[src/rtl/lsu_pkg.sv]
// Shared types, funct3 encodings and size helpers for the byte-serial load/store unit.
package lsu_pkg;

    localparam logic [2:0] F3_B  = 3'b000;
    localparam logic [2:0] F3_H  = 3'b001;
    localparam logic [2:0] F3_W  = 3'b010;
    localparam logic [2:0] F3_BU = 3'b100;
    localparam logic [2:0] F3_HU = 3'b101;

    typedef enum logic [1:0] {
        S_IDLE = 2'd0,
        S_REQ  = 2'd1,
        S_GAP  = 2'd2,
        S_FIN  = 2'd3
    } state_t;

    // Number of bytes moved for a given funct3 (size lives in the low two bits).
    function automatic logic [2:0] byte_count(input logic [2:0] f3);
        logic [2:0] n;
        case (f3[1:0])
            2'b00:   n = 3'd1;
            2'b01:   n = 3'd2;
            default: n = 3'd4;
        endcase
        return n;
    endfunction

    // Stores have no unsigned variants, so funct3[2] is only legal on loads.
    function automatic logic funct3_legal(input logic [2:0] f3, input logic store);
        logic ok;
        case (f3)
            F3_B, F3_H, F3_W: ok = 1'b1;
            F3_BU, F3_HU:     ok = !store;
            default:          ok = 1'b0;
        endcase
        return ok;
    endfunction

endpackage

[src/rtl/lsu_load_extend.sv]
// Sign- or zero-extends an assembled little-endian load result to 32 bits.
module lsu_load_extend (
    input  logic [31:0] raw,
    input  logic [1:0]  size,
    input  logic        uns,
    output logic [31:0] value_c
);

    // Pick the extension from the access size and signedness.
    always_comb begin
        value_c = raw;
        case (size)
            2'b00:   value_c = uns ? {24'h0, raw[7:0]}  : {{24{raw[7]}},  raw[7:0]};
            2'b01:   value_c = uns ? {16'h0, raw[15:0]} : {{16{raw[15]}}, raw[15:0]};
            default: value_c = raw;
        endcase
    end

endmodule

[src/rtl/load_store_unit.sv]
// RV32E load/store unit driving a byte-serial request/acknowledge memory bus.
module load_store_unit
    import lsu_pkg::*;
#(
    parameter int unsigned ADDR_W = 24
) (
    input  logic              clk,
    input  logic              rst_n,
    input  logic              start,
    input  logic              is_store,
    input  logic [2:0]        funct3,
    input  logic [31:0]       base,
    input  logic [11:0]       offset,
    input  logic [31:0]       store_data,
    input  logic [3:0]        rd,
    output logic              busy,
    output logic              done,
    output logic              error,
    output logic [3:0]        wb_reg,
    output logic [31:0]       wb_value,
    output logic              mem_req,
    output logic              mem_we,
    output logic [ADDR_W-1:0] mem_addr,
    output logic [7:0]        mem_wdata,
    input  logic [7:0]        mem_rdata,
    input  logic              mem_ack
);

    state_t            state, state_d;
    logic [ADDR_W-1:0] ea_q, ea_d;
    logic [1:0]        idx_q, idx_d;
    logic [1:0]        last_q, last_d;
    logic [1:0]        size_q, size_d;
    logic              uns_q, uns_d;
    logic              store_q, store_d;
    logic [3:0]        rd_q, rd_d;
    logic [31:0]       sdata_q, sdata_d;
    logic [31:0]       result_q, result_d;

    logic              busy_d, done_d, error_d;
    logic [3:0]        wb_reg_d;
    logic [31:0]       wb_value_d;
    logic              mem_req_d, mem_we_d;
    logic [ADDR_W-1:0] mem_addr_d;
    logic [7:0]        mem_wdata_d;

    logic [ADDR_W-1:0] start_ea_c;
    logic [31:0]       ext_value_c;

    assign start_ea_c = ADDR_W'(base + {{20{offset[11]}}, offset});

    // Extension sees the result including the byte captured this cycle.
    lsu_load_extend u_extend (
        .raw     (result_d),
        .size    (size_q),
        .uns     (uns_q),
        .value_c (ext_value_c)
    );

    // Next-state, latched operands and next registered outputs.
    always_comb begin
        state_d     = state;
        ea_d        = ea_q;
        idx_d       = idx_q;
        last_d      = last_q;
        size_d      = size_q;
        uns_d       = uns_q;
        store_d     = store_q;
        rd_d        = rd_q;
        sdata_d     = sdata_q;
        result_d    = result_q;
        done_d      = 1'b0;
        error_d     = 1'b0;
        wb_reg_d    = 4'h0;
        wb_value_d  = 32'h0;
        mem_req_d   = 1'b0;
        mem_we_d    = 1'b0;
        mem_addr_d  = '0;
        mem_wdata_d = 8'h0;

        case (state)
            S_IDLE: begin
                if (start) begin
                    ea_d     = start_ea_c;
                    idx_d    = 2'd0;
                    last_d   = 2'(byte_count(funct3) - 3'd1);
                    size_d   = funct3[1:0];
                    uns_d    = funct3[2];
                    store_d  = is_store;
                    rd_d     = rd;
                    sdata_d  = store_data;
                    result_d = 32'h0;
                    if (funct3_legal(funct3, is_store)) begin
                        state_d     = S_REQ;
                        mem_req_d   = 1'b1;
                        mem_addr_d  = start_ea_c;
                        mem_we_d    = is_store;
                        mem_wdata_d = store_data[7:0];
                    end else begin
                        state_d = S_FIN;
                        done_d  = 1'b1;
                        error_d = 1'b1;
                    end
                end
            end
            S_REQ: begin
                if (mem_req && mem_ack) begin
                    if (!store_q) begin
                        result_d[{idx_q, 3'b000} +: 8] = mem_rdata;
                    end
                    if (idx_q == last_q) begin
                        state_d = S_FIN;
                        done_d  = 1'b1;
                        if (!store_q && (rd_q != 4'h0)) begin
                            wb_reg_d   = rd_q;
                            wb_value_d = ext_value_c;
                        end
                    end else begin
                        state_d = S_GAP;
                        idx_d   = idx_q + 2'd1;
                    end
                end else begin
                    mem_req_d   = 1'b1;
                    mem_addr_d  = mem_addr;
                    mem_we_d    = mem_we;
                    mem_wdata_d = mem_wdata;
                end
            end
            S_GAP: begin
                state_d     = S_REQ;
                mem_req_d   = 1'b1;
                mem_addr_d  = ea_q + ADDR_W'(idx_q);
                mem_we_d    = store_q;
                mem_wdata_d = sdata_q[{idx_q, 3'b000} +: 8];
            end
            S_FIN: begin
                state_d = S_IDLE;
            end
            default: begin
                state_d = S_IDLE;
            end
        endcase

        busy_d = (state_d != S_IDLE);
    end

    // State, operand and output registers with synchronous reset.
    always_ff @(posedge clk) begin
        if (!rst_n) begin
            state     <= S_IDLE;
            ea_q      <= '0;
            idx_q     <= 2'd0;
            last_q    <= 2'd0;
            size_q    <= 2'd0;
            uns_q     <= 1'b0;
            store_q   <= 1'b0;
            rd_q      <= 4'h0;
            sdata_q   <= 32'h0;
            result_q  <= 32'h0;
            busy      <= 1'b0;
            done      <= 1'b0;
            error     <= 1'b0;
            wb_reg    <= 4'h0;
            wb_value  <= 32'h0;
            mem_req   <= 1'b0;
            mem_we    <= 1'b0;
            mem_addr  <= '0;
            mem_wdata <= 8'h0;
        end else begin
            state     <= state_d;
            ea_q      <= ea_d;
            idx_q     <= idx_d;
            last_q    <= last_d;
            size_q    <= size_d;
            uns_q     <= uns_d;
            store_q   <= store_d;
            rd_q      <= rd_d;
            sdata_q   <= sdata_d;
            result_q  <= result_d;
            busy      <= busy_d;
            done      <= done_d;
            error     <= error_d;
            wb_reg    <= wb_reg_d;
            wb_value  <= wb_value_d;
            mem_req   <= mem_req_d;
            mem_we    <= mem_we_d;
            mem_addr  <= mem_addr_d;
            mem_wdata <= mem_wdata_d;
        end
    end

endmodule

[config.mk]
export PLATFORM = sky130hd
export DESIGN_NAME = load_store_unit
export DESIGN_NICKNAME = d
export VERILOG_FILES = /design/src/rtl/lsu_pkg.sv /design/src/rtl/lsu_load_extend.sv /design/src/rtl/load_store_unit.sv
export SDC_FILE = /design/constraint.sdc
export NUM_CORES = 1
export LEC_CHECK = 0
export CAP_MARGIN = 10
export CORE_MARGIN = 1.5
export CORE_UTILIZATION = 35
export CTS_BUF_LIST = sky130_fd_sc_hd__clkbuf_4
export CTS_CLUSTER_DIAMETER = 50
export DETAILED_ROUTE_END_ITERATION = 10
export PLACE_DENSITY = 0.67
export SLEW_MARGIN = 25
export SYNTH_ARGS = -nofsm -noshare
export SYNTH_HDL_FRONTEND = slang
export SYNTH_SLANG_ARGS = --single-unit
[constraint.sdc]
create_clock -name clk -period 3.7 [get_ports clk]
set_input_delay 0.74 -clock clk [delete_from_list [all_inputs] [get_ports clk]]
set_output_delay 0.74 -clock clk [all_outputs]
set_load 0.02 [all_outputs]
==> impl_metrics.py <==
metrics = {
    "final_layout": {
        "top_regs": "result_q (32), sdata_q (32), wb_value (32)",
        "drive_gt1_share_pct": 7.38,
        "fin_cells": 1458,
        "multi_input_area_sq_um": 4530,
        "finalNetCount": 1254,
        "post-route-util_pct": 45.2,
        "syn_to_final_growth_pct": 26.8,
        "register_area_sq_um": 3500,
        "fillers": 2345,
    },
    "global_route": {
        "antenna_found_initial": 1,
        "met2_usage_pct": 30.6,
        "top_usage_layer": "met2",
        "grt_pass1_wl_microns": 36400,
        "grt_use_total_pct": 18.7,
        "grt_max_degree": 55,
        "grtUsageMet1_pct": 25.0,
        "grt_overflow": 0,
        "first_global_vias": 7093,
        "grt_util_met3_pct": 4.00,
    },
    "critical_path": {
        "start_kind": "input port",
        "arrival_ns": 3.38,
        "critPathCaptureType": "flop",
        "worstSetupPathType": "in2reg",
        "required_ns": 4.18,
        "path_max_fanout": 9,
    },
    "drt": {
        "post_drt_wl_per_cell_microns": 15.6,
        "wl_microns": 22700,
        "ant_nets": 0,
        "drt_pass1_iterations": 5,
        "vias": 7559,
        "drc": 0,
        "drt_iter0_drc": 522,
        "viasPerCell": 5.18,
    },
    "synth": {
        "ys.flop_type": "dfxtp_1",
        "async_flop_share_pct": 0,
        "synthesis.area_sq_um": 8380,
        "synthCells": 989,
        "yosysTopAreaCellShare_pct": 41.8,
        "synth_cell_types": 72,
        "synth-edff-count": 0,
        "ys_seq_area_share_pct": 41.8,
        "ys_ff_latch": 175,
        "synthTopCellsByArea": "dfxtp_1, a21oi_1, nand2_1",
        "synth_warnings": 0,
        "yosysTopAreaCell": "dfxtp_1",
        "syn-num-nets": 1117,
        "syn-mean-instance-area_sq_um": 8.47,
    },
    "timing": {
        "fin_crit_sh_pct": 78.5,
        "worstMarginPinSlew_ns": 0.831,
        "finalHoldViolations": 0,
        "maxClockFrequency_mhz": 344,
        "maxSlewViolCount": 0,
        "fin_setup_tns_ns": 0,
        "slew_headroom_pct": 44.5,
        "period_minus_slack_ns": 2.91,
        "setup_viol_count_final": 0,
        "rsz0062_at_grt": "false",
        "finalClockSkew_ns": 0.0173,
    },
    "die": {
        "die_height_microns": 158,
        "rows": 56,
        "initial_utilization_pct": 35.7,
        "fp.dieW_microns": 158,
        "core-area_sq_um": 23500,
        "io_pins": 169,
        "die-area_sq_um": 24900,
    },
    "min_path": {
        "hold_path.class": "reg2reg",
    },
    "clock_tree": {
        "worstSkewPairLatency_ns": 0.59,
        "clk_pin_slew_worst_paths_ns": 0.14,
        "post_cts_resize_count": 0,
        "cts_buffer_depth": 2,
        "cts_made_buffers": 17,
        "cts_tree": "done",
        "htree_levels": 4,
        "clock-sinks": 175,
        "clock_tree.root_cell": "clkbuf_4",
        "cts_setup_buffers": 0,
        "holdBufCountCts": 0,
    },
    "power_and_ir_drop": {
        "max-vdd-ir-drop_mv": 0.180,
        "power.density_nw_per_um2": 373,
        "power.leakage_nw": 3.88,
    },
    "flow_run": {
        "cap_violations": 0,
    },
    "status": {
        "status": "finished, final reports clean",
    },
    "placed_design": {
        "io_buffers": 160,
        "hpwl_microns": 16200,
        "placed_cells": 1426,
        "gp_congestion": 0.846,
    },
}
==> metrics by stage <==
step                      total power, mW  setup slack [ns]  instance area (sq um)  hold slack (ns)
final                                3.96             0.795                  10600            0.464
after floorplan                      2.54             0.907                   8380            0.430
after CTS                            3.99             0.832                  10600            0.465
after global routing                 4.17             0.695                  10600            0.489
after global placement               2.84             0.287                  10300            0.439
after detailed placement             2.85             0.184                  10300            0.444
==> critical path, cell delays in order <==
cell,delay (ns)
clkdlybuf4s50_1,0.46
ha_1,0.16
inv_1,0.05
fa_1,0.38
nor2b_1,0.24
o2111ai_1,0.20
a21oi_1,0.31
nor2_2,0.15
o31a_1,0.36
o311ai_0,0.33
==> synth_stat cells (4+ instances only) <==
library cell,instances
a22o_1,23
clkbuf_1,58
nor3_1,10
ha_1,30
a222oi_1,5
and3_1,7
nand4_1,18
nor2b_1,6
a31oi_1,6
o22ai_1,4
and4_1,5
o21a_1,4
a22oi_1,33
or3_1,5
nand3_1,25
nand2b_1,7
o211ai_1,4
inv_1,20
nor2_1,95
and2_1,27
nand2_1,146
dfxtp_1,175
buf_1,6
xnor2_1,24
mux4_2,8
a21o_1,12
o21ai_0,19
a21oi_1,115
a211oi_1,4
xor2_1,15
or2_2,4
o2111ai_1,6
==> power breakdown <==
part           leakage (nW)  switching [mW]  internal [mW]
registers              1.42          0.0680           1.97
logic                  2.31           0.441          0.336
clock network         0.151           0.689          0.465
total                  3.88            1.20           2.77
==> metal layers <==
metal,wire (microns),vias to the layer above
met2,10600,204
li1,-,3797
met4,271,0
met5,0,-
met3,1270,20
met1,10500,3538
==> path summary, 6_finish.rpt <==
kind / from / cells past startpoint / slack, ns / endpoint
hold reg to reg: rd_q[2] / 2 / 0.46 / wb_reg[2]
setup reg to reg: idx_q[0] / 10 / 1.19 / wb_value[20]
setup / recovery: base[0] / 10 / 0.79 / mem_addr[16]
hold / removal: rd_q[2] / 2 / 0.46 / wb_reg[2]
==> cell type report <==
cell class / instances / area share, %
clock inverter: 14 / 1.56
antenna: 1 / 0.0236
clock buffer: 17 / 1.20
tap: 319 / 3.76
inverter: 20 / 0.719
sequential: 175 / 33.0
multi-input combinational: 724 / 42.7
timing repair buffer: 188 / 17.1
==> kinds of logic (layout without fill, tap and decap cells) <==
group,after synthesis,after routing,synth area share [%]
other,0,1,0
buffers and inverters,90,239,4.30
AND/OR/NAND/NOR,373,373,21.0
adder cells (fa/ha/maj),32,32,4.96
multiplexers,12,12,2.66
AO/OA/AOI/OAI,268,268,21.2
flip-flops,175,175,41.8
XOR/XNOR,39,39,4.08
==> cell usage in the layout (no fill, tap or decap), types with 24 or more instances in the layout <==
master / netlist / final
dfxtp_1: 175 / 175
clkdlybuf4s50_1: 0 / 160
nand2_1: 146 / 146
a21oi_1: 115 / 114
nor2_1: 95 / 94
a22oi_1: 33 / 33
ha_1: 30 / 30
buf_4: 1 / 28
and2_1: 27 / 27
nand3_1: 25 / 25
xnor2_1: 24 / 24
No activity file was read; power rests on OpenSTA's default activity.
